### src/rtl/init_loader.sv
// Streams BTB, BHT, register-file and memory init data into their tables and holds the core in reset until all are loaded.
// Optional feature macro INIT_LOADER_CHECKSUM_EN: mem_chk accumulates a wrapping sum of every memory word written.
module init_loader #(
    parameter int unsigned MEM_WORDS = 64,
    parameter int unsigned TIMEOUT   = 1024
) (
    input  logic        clk,
    input  logic        rst_i,
    input  logic [39:0] btb_init,
    input  logic [7:0]  btb_addr,
    input  logic [1:0]  bht_init,
    input  logic [7:0]  bht_addr,
    input  logic [31:0] reg_init,
    input  logic [4:0]  reg_addr,
    input  logic [31:0] mem_init,
    input  logic [31:0] mem_addr,
    output logic        btb_we,
    output logic [7:0]  btb_waddr,
    output logic [39:0] btb_wdata,
    output logic        bht_we,
    output logic [7:0]  bht_waddr,
    output logic [1:0]  bht_wdata,
    output logic        reg_we,
    output logic [4:0]  reg_waddr,
    output logic [31:0] reg_wdata,
    output logic        mem_we,
    output logic [31:0] mem_waddr,
    output logic [31:0] mem_wdata,
    output logic        core_rst,
    output logic        init_done,
    output logic        init_err,
    output logic [31:0] mem_chk
);

    localparam int unsigned TMO_W  = $clog2(TIMEOUT + 1);
    localparam int unsigned MEMC_W = 7;

    typedef enum logic [1:0] {S_IDLE, S_LOAD, S_DONE, S_ERR} state_t;

    state_t              state;
    state_t              state_nxt;
    logic [7:0]          btb_exp;
    logic [7:0]          bht_exp;
    logic [4:0]          reg_exp;
    logic [MEMC_W-1:0]   mem_exp;
    logic                btb_fin;
    logic                bht_fin;
    logic                reg_fin;
    logic                mem_fin;
    logic                mem_pend;
    logic [31:0]         mem_pend_addr;
    logic [TMO_W-1:0]    tmo_cnt;
    logic                all_fin;
    logic                acc_btb;
    logic                acc_bht;
    logic                acc_reg;
    logic                acc_mem;
    logic                wr_en;

    // Next state, per-target acceptance and write enable
    always_comb begin
        state_nxt = state;
        all_fin   = btb_fin & bht_fin & reg_fin & mem_fin;
        acc_btb   = 1'b0;
        acc_bht   = 1'b0;
        acc_reg   = 1'b0;
        acc_mem   = 1'b0;
        wr_en     = 1'b0;
        case (state)
            S_IDLE: state_nxt = S_LOAD;
            S_LOAD: begin
                acc_btb = !btb_fin && (btb_addr == btb_exp);
                acc_bht = !bht_fin && (bht_addr == bht_exp);
                acc_reg = !reg_fin && (reg_addr == reg_exp);
                acc_mem = !mem_fin && (mem_addr == 32'(mem_exp));
                if (all_fin && !mem_pend) begin
                    state_nxt = S_DONE;
                end else if (!all_fin && (tmo_cnt == TMO_W'(TIMEOUT - 1))) begin
                    state_nxt = S_ERR;
                end
                // writes launched into a terminal state would violate the quiet-port guarantee
                wr_en = (state_nxt == S_LOAD);
            end
            default: ;
        endcase
    end

    always_ff @(posedge clk or posedge rst_i) begin
        if (rst_i) begin
            state <= S_IDLE;
        end else begin
            state <= state_nxt;
        end
    end

    // Expected-address counters, done flags and timeout counter
    always_ff @(posedge clk or posedge rst_i) begin
        if (rst_i) begin
            btb_exp       <= '0;
            bht_exp       <= '0;
            reg_exp       <= '0;
            mem_exp       <= '0;
            btb_fin       <= 1'b0;
            bht_fin       <= 1'b0;
            reg_fin       <= 1'b0;
            mem_fin       <= 1'b0;
            mem_pend      <= 1'b0;
            mem_pend_addr <= '0;
            tmo_cnt       <= '0;
        end else begin
            if (acc_btb) begin
                btb_exp <= btb_exp + 8'd1;
                btb_fin <= (btb_exp == 8'd255);
            end
            if (acc_bht) begin
                bht_exp <= bht_exp + 8'd1;
                bht_fin <= (bht_exp == 8'd255);
            end
            if (acc_reg) begin
                reg_exp <= reg_exp + 5'd1;
                reg_fin <= (reg_exp == 5'd31);
            end
            if (acc_mem) begin
                mem_exp       <= mem_exp + MEMC_W'(1);
                mem_fin       <= (mem_exp == MEMC_W'(MEM_WORDS - 1));
                mem_pend_addr <= mem_addr;
            end
            mem_pend <= acc_mem && wr_en;
            if (state == S_LOAD) begin
                tmo_cnt <= tmo_cnt + TMO_W'(1);
            end
        end
    end

    // Registered write ports; memory data trails its address by one cycle
    always_ff @(posedge clk or posedge rst_i) begin
        if (rst_i) begin
            btb_we    <= 1'b0;
            btb_waddr <= '0;
            btb_wdata <= '0;
            bht_we    <= 1'b0;
            bht_waddr <= '0;
            bht_wdata <= '0;
            reg_we    <= 1'b0;
            reg_waddr <= '0;
            reg_wdata <= '0;
            mem_we    <= 1'b0;
            mem_waddr <= '0;
            mem_wdata <= '0;
        end else begin
            btb_we <= acc_btb && wr_en;
            bht_we <= acc_bht && wr_en;
            reg_we <= acc_reg && wr_en;
            mem_we <= mem_pend && wr_en;
            if (acc_btb && wr_en) begin
                btb_waddr <= btb_addr;
                btb_wdata <= btb_init;
            end
            if (acc_bht && wr_en) begin
                bht_waddr <= bht_addr;
                bht_wdata <= bht_init;
            end
            if (acc_reg && wr_en) begin
                reg_waddr <= reg_addr;
                reg_wdata <= reg_init;
            end
            if (mem_pend && wr_en) begin
                mem_waddr <= mem_pend_addr;
                mem_wdata <= mem_init;
            end
        end
    end

    // Status outputs follow the state being entered
    always_ff @(posedge clk or posedge rst_i) begin
        if (rst_i) begin
            core_rst  <= 1'b1;
            init_done <= 1'b0;
            init_err  <= 1'b0;
        end else begin
            core_rst  <= (state_nxt != S_DONE);
            init_done <= (state_nxt == S_DONE);
            init_err  <= (state_nxt == S_ERR);
        end
    end

`ifdef INIT_LOADER_CHECKSUM_EN
    always_ff @(posedge clk or posedge rst_i) begin
        if (rst_i) begin
            mem_chk <= '0;
        end else if (mem_pend && wr_en) begin
            mem_chk <= mem_chk + mem_init;
        end
    end
`else
    assign mem_chk = '0;
`endif

endmodule

### config.mk
export PLATFORM = sky130hd
export DESIGN_NAME = init_loader
export DESIGN_NICKNAME = d
export VERILOG_FILES = /design/src/rtl/init_loader.sv
export SDC_FILE = /design/constraint.sdc
export NUM_CORES = 1
export LEC_CHECK = 0
export ABC_AREA = 1
export CAP_MARGIN = 15
export CORE_ASPECT_RATIO = 1.4
export CORE_MARGIN = 10
export CORE_UTILIZATION = 46
export DETAILED_ROUTE_END_ITERATION = 8
export GPL_TIMING_DRIVEN = 0
export PLACE_DENSITY_LB_ADDON = 0.08
export SLEW_MARGIN = 20
export SYNTH_ARGS = -nofsm -noshare
export SYNTH_HDL_FRONTEND = slang
export SYNTH_SLANG_ARGS = --single-unit
### constraint.sdc
create_clock -name clk -period 9.7 [get_ports clk]
set_input_delay 1.94 -clock clk [delete_from_list [all_inputs] [get_ports clk]]
set_output_delay 1.94 -clock clk [all_outputs]
set_load 0.005 [all_outputs]
## After elaboration in Yosys (flattened, before gate mapping)

Index checks and enable logic that the tools add are counted.
W data, S select, Z words.

| storage, ports and cells | value |
|---|---|
| register bits after elaboration | 244 |
| bits of input ports | 161 |
| output and inout port bits | 198 |
| word-level logic and storage cells | 76 |

| operators by class | value |
|---|---|
| $add $sub $neg | 5 |
| eq/ne operators | 14 |
| mux-type cells | 9 |
| bitwise gates (word level) | 3 |
| reductions and logical operators | 18 |

Operators with widths:

| kind | number |
|---|---|
| $eq A32 B7 Y1 | 1 |
| $add A8 B1 Y8 const B | 2 |
| $eq A8 B8 Y1 | 2 |
| $eq A8 B8 Y1 const B | 2 |
| $add A11 B1 Y11 const B | 1 |
| $eq A11 B10 Y1 const B | 1 |
| $logic_and A1 B1 Y1 | 11 |
| $add A7 B1 Y7 const B | 1 |
| $eq A7 B6 Y1 const B | 1 |
| $logic_not A1 Y1 | 6 |
| $mux W2 | 3 |
| $add A5 B1 Y5 const B | 1 |
| $eq A5 B5 Y1 | 1 |
| $eq A5 B5 Y1 const B | 1 |
| $mux W1 | 5 |
| $eq A2 B1 Y1 const B | 2 |
| $eq A2 B2 Y1 const B | 2 |
| $pmux W2 S2 | 1 |
| $and A1 B1 Y1 | 3 |
| $logic_not A2 Y1 | 1 |
| $ne A2 B2 Y1 const B | 1 |

## Logic depth before layout (Yosys ltp)

Gate-level depths: netlist of the first run.

| depth | value |
|---|---|
| depth after elaboration | 11 |
| mapped depth | 12 |
| depth with buffers taken out | 10 |

## Worst setup path after synthesis of the first run

Ideal clock, no wire load.

| timing path | value |
|---|---|
| path type | input to register |
| from | input btb_addr[2] |
| to | register btb_wdata[0] |
| library setup time | 0.116 ns |
| data arrival time | 2.876 ns |
| required time | 9.584 ns |
| slack | 6.708 ns |
| cell stages on the path | 8 |
| path buffers | 2 |
| cell sequence | xor2_1 -> nand3b_1 -> nor2_1 -> nand2_2 -> buf_6 -> buf_2 -> nand2_1 -> nand2_1 |

| on the way | value |
|---|---|
| word-level cells in the longest chain between the ends | 4 |

RTL lines:

| what | RTL line | source |
|---|---|---|
| start, declared | 10 | `input logic [7:0] btb_addr,` |
| $eq A8 B8 Y1 | 72 | `acc_btb = !btb_fin && (btb_addr == btb_exp);` |
| $logic_and A1 B1 Y1 | 72 |  |
| $mux W1 | 69 | `case (state)` |
| $logic_and A1 B1 Y1 | 155 | `if (acc_btb && wr_en) begin` |
| end signal, assigned | 157 | `btb_wdata <= btb_init;` |
| end, declared | 19 | `output logic [39:0] btb_wdata,` |

Every way passes these cells.
A chain may end at the register's enable or synchronous reset.

## Worst setup path after layout of the first run

| timing path | value |
|---|---|
| from | register core_rst |
| to | output core_rst |

RTL lines:

| what | RTL line | source |
|---|---|---|
| start, declared | 29 | `output logic core_rst,` |
| start signal, assigned | 181 | `core_rst <= (state_nxt != S_DONE);` |

No word-level cell between the ends.

==> metrics.md, run 1 <==
| Metric | Value |
|---|---|
| Die area | `29840 sq um` |
| CP max stage cell | `dfstp_2` |
| Setup Crit Path Kind | `flip-flop to primary output` |
| Clock slew at reported path FFs | `0.06 ns` |
| Final Hold Violating Endpoints | `0` |
| Post-synth EDFFs | `0` |
| RSZ-0062 raised after global routing | `no` |
| CTS tree | `yes` |
| Status | `complete, no violations` |
| DRC | `0` |
| Largest net degree at the start of global routing | `102` |
| Vias in the first global route | `9191` |
| Row count | `66` |
| P_int | `1.702 mW` |
| Skew-Pair Late Insertion Delay | `0.52 ns` |
| Post-CTS setup buffers | `0` |
| FF+latch count, synth | `244` |
| Seq pwr share | `0.477` |
| Worst Path Max Fanout | `1` |
| Worst-Margin Slew | `0.5287 ns` |
| Post_cts resized | `0` |
| Area share of the largest cell type after synthesis | `0.5686` |
| Synth async-reset ratio | `1.000` |
| Worst relative slew slack | `0.6475` |
| Global-route wire length before repair | `49450 um` |
| Fmax | `0.2889 GHz` |
| Synth Flop Type | `dfrtp_1` |
| Die X-Extent | `148.9 um` |
| CTS Buffer Depth | `3` |
| Area contributors post-synth | `dfrtp_1 (57%), nand2_1 (18%), nand3_1 (3.9%)` |
| Commonest non-fill, non-tap cell in the layout | `nand2_1` |
| Net Sw Power | `0.4462 mW` |
| Via Count | `9253` |
| Clock skew | `0.009432 ns` |
| Cell taking the most area after synthesis | `dfrtp_1` |
| Delay-heaviest family, CP | `flip-flops` |
| Area Overhead vs Synth | `43.80%` |
| Crit-path cells | `clkdlybuf4s50_1` |
| Tcrit/Tclk final | `0.3568` |
| Max Slew Vio Count | `0` |
| DP HPWL | `23750 um` |
| Max H-tree Level | `1` |
| Comb power frac | `0.062` |
| Total placed cells including tap cells | `1941` |
| Initial antenna violation count | `4` |
| Final nets | `1829` |
| Initial drt markers | `457` |
| Count of final setup violators | `0` |
| CP peak stage delay | `0.51 ns` |
| Clock share of power | `0.461` |
| Final Non-Filler Cells | `1990` |
| Startpoint types | `flip-flop` |
| Power density cells | `139.7 nW/um^2` |
| Core Area | `23040 sq um` |
| Synthesized instance count | `1276` |
| # port buffers | `326` |
| Crit. End Element | `primary output` |
| Worst-case vdd ir drop | `0.1340 mV` |
| Synthesized area per cell | `8.382 sq um` |
| Max_cap viols | `0` |
| Gp weighted congestion | `0.8341` |
| CTS root buffer | `clkbuf_16` |
| GRT Overall Usage | `0.2024` |
| Final core occ | `0.6675` |
| Min-delay worst type | `flip-flop to flip-flop` |
| Tmin final | `3.461 ns` |
| Fraction of layout cells with a size suffix above 1 | `0.07024` |
| Total grt overflow | `0` |
| Synth Warn # | `0` |
| Post-synthesis sequential area ratio | `0.5710` |
| Leakage | `7.864 nW` |
| Die H | `200.4 um` |
| Sw Share | `0.2077` |
| Mapped Area | `10700 sq um` |
| Design Power | `2.149 mW` |
| DR vias/cell | `4.650` |
| Setup TNS | `0 ns` |
| Post-DRT Antenna Nets | `0` |
| Detailed Routing Iterations Pass 1 | `5` |
| Top-level I/O count | `359` |
| Req. time, crit path | `7.76 ns` |
| Hold_ws | `0.4683 ns` |
| Final wirelength | `31100 um` |
| WP buf/inv | `1` |
| Crit path DAT | `1.52 ns` |
| Hold buffer count at cts | `0` |
| Routed WL per cell | `15.63 um` |
| Total CTS buffers | `25` |
| Initial Util | `0.4642` |
| Yosys cell types | `31` |
| Most frequent cells in the layout | `nand2_1 (524), clkdlybuf4s50_1 (326), dfrtp_1 (243)` |
| # clock sinks | `244` |
## through the flow
step                      setup WS, ns  instance area [sq um]
after floorplan                  1.060                  10810
after global placement          -2.163                  14460
after detailed placement         5.951                  14520
after CTS                        6.210                  15370
after global routing             6.181                  15370
final                            6.239                  15380
## sequential cells by signal, summed over array words and instances (netlist names), 2 cells and up
name and flops:
bht_waddr 8, mem_pend_addr 32, btb_waddr 8, bht_wdata 2, mem_exp 7, mem_wdata 32, reg_waddr 5, btb_exp 8
mem_waddr 32, btb_wdata 40, bht_exp 8, reg_exp 5, state 2, reg_wdata 32, tmo_cnt 11
## path summary, 6_finish.rpt
kind	start	to	slack, ns	cells after the start
setup reg to reg	tmo_cnt[0]$_DFFE_PP0P_	mem_wdata[10]$_DFFE_PP0P_	7.64	9
max in group asynchronous	rst_i	mem_pend_addr[27]$_DFFE_PP0P_	6.97	3
setup / recovery	core_rst$_DFF_PP1_	core_rst	6.24	1
hold / removal	tmo_cnt[10]$_DFFE_PP0P_	tmo_cnt[10]$_DFFE_PP0P_	0.47	1
hold reg to reg	tmo_cnt[10]$_DFFE_PP0P_	tmo_cnt[10]$_DFFE_PP0P_	0.47	1
min in group asynchronous	rst_i	btb_wdata[28]$_DFFE_PP0P_	1.86	2
## cell families after synthesis
group	after synthesis	synth area share
fa+ha+maj	6	0.007019
buf+inv	185	0.08411
compound gates	80	0.03790
flops	244	0.5710
other cells	1	0.0003506
simple gates	734	0.2783
xor+xnor	26	0.02129
## layer usage
metal,GRT usage,share of wire,vias to the layer above
met5,0,0,-
met4,0.04392,0.019,0
met3,0.05008,0.071,38
met2,0.3736,0.53,231
met1,0.2274,0.38,4323
li1,-,-,4661
## power groups by stage
stage | Clock (mW) | Combinational (mW) | Sequential, mW
3_3_place_gp | 0 | 0.129 | 1.04
4_1_cts | 1.02 | 0.134 | 1.03
5_1_grt | 1.06 | 0.147 | 1.03
3_5_place_dp | 0 | 0.133 | 1.04
2_1_floorplan | 0 | 0.0445 | 1.04
6_report | 0.990 | 0.133 | 1.03
## layout make-up
type	instances	area (sq um)
Clock buffer	37	730.7
Clock inverter	8	118.9
Fill cell	1901	7660
Buffer	81	508.0
Antenna cell	4	10.01
Inverter	104	399.1
Multi-Input combinational cell	878	3805
Tap cell	306	382.9
Sequential cell	244	6107
Timing Repair Buffer	328	3318
## cells in the mapped netlist, types with 3 or more instances
master	count
buf_2	13
buf_4	42
buf_6	4
clkbuf_1	21
dfrtp_1	243
ha_1	6
inv_1	100
inv_2	3
nand2_1	524
nand3_1	83
nand4_1	16
nor2_1	92
nor2_2	3
nor2_4	3
nor3_1	4
o21ai_0	66
o21ai_1	11
xnor2_1	8
xor2_1	18
Power figures use the tool's default switching activity.
==> run 2, diff against run 1 <==
==> constraint.sdc (replaced) <==
create_clock -name clk -period 3.2 [get_ports clk]
set_input_delay 0.64 -clock clk [delete_from_list [all_inputs] [get_ports clk]]
set_output_delay 0.64 -clock clk [all_outputs]
set_load 0.005 [all_outputs]
==> run 2 against run 1 <==
  * Clock skew hardly changed
  * First-iteration DRC count shrank 13%
  * Non-clock buffer count up 6
  * Critical endpoint unchanged
==> metrics.md, run 2 (same netlist as run 1, synthesis figures left out) <==
| Metric | Value |
|---|---|
| Worst-case vdd ir drop | `0.3634 mV (was 0.1340 mV)` |
| Post-CTS setup buffers | `0 (unchanged)` |
| Gp weighted congestion | `0.8246 (was 0.8341)` |
| Max reg flops | `40 (unchanged)` |
| Tmin final | `2.160 ns` |
| CTS Buffer Depth | `3 (unchanged)` |
| Delay-heaviest family, CP | `flip-flops (unchanged)` |
| DP HPWL | `24370 um (was 23750 um)` |
| # port buffers | `326 (unchanged)` |
| # clock sinks | `244 (unchanged)` |
| DR vias/cell | `4.671 (was 4.650)` |
| Max_cap viols | `0 (unchanged)` |
| Initial antenna violation count | `4 (unchanged)` |
| Commonest non-fill, non-tap cell in the layout | `nand2_1 (unchanged)` |
| Hold_ws | `0.4569 ns (was 0.4683 ns)` |
| Fmax | `0.4631 GHz` |
| Final nets | `1836 (was 1829)` |
| Startpoint types | `flip-flop (unchanged)` |
| DRC | `0 (unchanged)` |
| CTS tree | `yes (unchanged)` |
| Detailed Routing Iterations Pass 1 | `5 (unchanged)` |
| Final wirelength | `31410 um (was 31100 um)` |
| Routed WL per cell | `15.72 um (was 15.63 um)` |
| Crit-path cells | `clkdlybuf4s50_1 (unchanged)` |
| Setup Crit Path Kind | `flip-flop to primary output (unchanged)` |
| Row count | `66 (unchanged)` |
| Core Area | `23040 sq um (unchanged)` |
| CP peak stage delay | `0.51 ns (about the same)` |
| Post-DRT Antenna Nets | `0 (unchanged)` |
| Clock skew | `0.009072 ns (was 0.009432 ns)` |
| Die X-Extent | `148.9 um (unchanged)` |
| Top-level I/O count | `359 (unchanged)` |
| Most frequent cells in the layout | `nand2_1 (524), clkdlybuf4s50_1 (326), dfrtp_1 (243) (unchanged)` |
| Register area | `6107 sq um (unchanged)` |
| Total CTS buffers | `26 (was 25)` |
| CP max stage cell | `dfstp_2 (unchanged)` |
| Skew-Pair Late Insertion Delay | `0.52 ns (about the same)` |
| Crit path DAT | `1.52 ns (about the same)` |
| Final core occ | `0.6761 (was 0.6675)` |
| Global-route wire length before repair | `50070 um (was 49450 um)` |
| Worst Path Max Fanout | `1 (unchanged)` |
| Post-DP Area | `14620 sq um (was 14520 sq um)` |
| Worst-Margin Slew | `0.5319 ns (was 0.5287 ns)` |
| Area Overhead vs Synth | `45.65% (was 43.80%)` |
| Tcrit/Tclk final | `0.6749` |
| Min-delay worst type | `input pin to async pin (was flip-flop to flip-flop)` |
| Filler cells | `1883 (was 1901)` |
| Count of final setup violators | `0 (unchanged)` |
| Crit. End Element | `primary output (unchanged)` |
| Req. time, crit path | `2.56 ns (was 7.76 ns)` |
| Multi-input gate area | `3805 sq um (unchanged)` |
| Final instance area | `15580 sq um (was 15380 sq um)` |
| Final Hold Violating Endpoints | `0 (unchanged)` |
| Fraction of layout cells with a size suffix above 1 | `0.07756 (was 0.07024)` |
| Status | `complete, no violations (unchanged)` |
| Initial Util | `0.4642 (unchanged)` |
| Total grt overflow | `0 (unchanged)` |
| GRT Overall Usage | `0.2043 (was 0.2024)` |
| Die H | `200.4 um (unchanged)` |
| Post_cts resized | `0 (unchanged)` |
| CTS root buffer | `clkbuf_16 (unchanged)` |
| Power density cells | `435.0 nW/um^2 (was 139.7 nW/um^2)` |
| Largest net degree at the start of global routing | `34 (was 102)` |
| Max H-tree Level | `1 (unchanged)` |
| Clock slew at reported path FFs | `0.06 ns (about the same)` |
| Hold buffer count at cts | `0 (unchanged)` |
| Initial drt markers | `396 (was 457)` |
| RSZ-0062 raised after global routing | `no (unchanged)` |
| Max Slew Vio Count | `0 (unchanged)` |
| Die area | `29840 sq um (unchanged)` |
| WP buf/inv | `1 (unchanged)` |
| Leakage | `7.963 nW (was 7.864 nW)` |
| Worst relative slew slack | `0.6454 (was 0.6475)` |
| Via Count | `9333 (was 9253)` |
| Register bank with the most flops | `btb_wdata (unchanged)` |
| Vias in the first global route | `9385 (was 9191)` |
==> run 2: cell types whose count changed in the layout (fill, tap and decap cells not counted), sizes merged <==
cell and change:
clkinv +3, buf +6, inv -2, clkinvlp +1
diode -1, bufinv +1
==> run 2: layer usage <==
| layer | vias to the layer above | wire length (um) | GRT usage | part of all wire |
|---|---|---|---|---|
| li1 | 4666 | - | - | - |
| met5 | - | 13 | 0 | 0.00041 |
| met1 | 4370 | 11710 | 0.2229 | 0.37 |
| met3 | 45 | 2205 | 0.05211 | 0.070 |
| met2 | 250 | 16830 | 0.3800 | 0.54 |
| met4 | 2 | 644 | 0.05130 | 0.021 |
==> run 2: final timing paths <==
kind,startpoint,end,slack (ns),cells after the start
worst max register to register,tmo_cnt[0]$_DFFE_PP0P_,mem_waddr[1]$_DFFE_PP0P_,1.17,9
min in group clk,bht_wdata[1]$_DFFE_PP0P_,bht_wdata[1]$_DFFE_PP0P_,0.47,2
worst max-delay path,core_rst$_DFF_PP1_,core_rst,1.04,1
worst min register to register,bht_wdata[1]$_DFFE_PP0P_,bht_wdata[1]$_DFFE_PP0P_,0.47,2
max in group asynchronous,rst_i,btb_wdata[24]$_DFFE_PP0P_,1.56,6
worst min-delay path,rst_i,reg_wdata[6]$_DFFE_PP0P_,0.46,2
==> run 2: per-stage QoR <==
step	setup slack, ns	setup TNS (ns)	total power, mW	instances
after floorplan	-0.6430	-156.24	3.301	1307
after global placement	-2.547	-614.71	3.558	1939
after detailed placement	0.7349	0	3.584	1947
after CTS	1.005	0	6.858	1995
after global routing	0.9355	0	7.040	1996
final	1.040	0	6.776	1998
==> run 2: final cells by class <==
class / instances / area share
diodes: 3 / 0.0004819
multi-input cells: 878 / 0.2443
inverters: 104 / 0.02538
plain buffers: 81 / 0.03261
clock buffers: 37 / 0.05092
well taps: 306 / 0.02458
repair buffers: 334 / 0.2198
clock inverters: 11 / 0.009960
flip-flops and latches: 244 / 0.3920
==> run 2: where the power goes <==
part	total, mW	switching (mW)	internal [mW]	leakage [nW]
Sequential	3.11	0.00926	3.10	3.07
Combinational	0.418	0.162	0.257	4.42
Clock	3.25	1.21	2.04	0.477
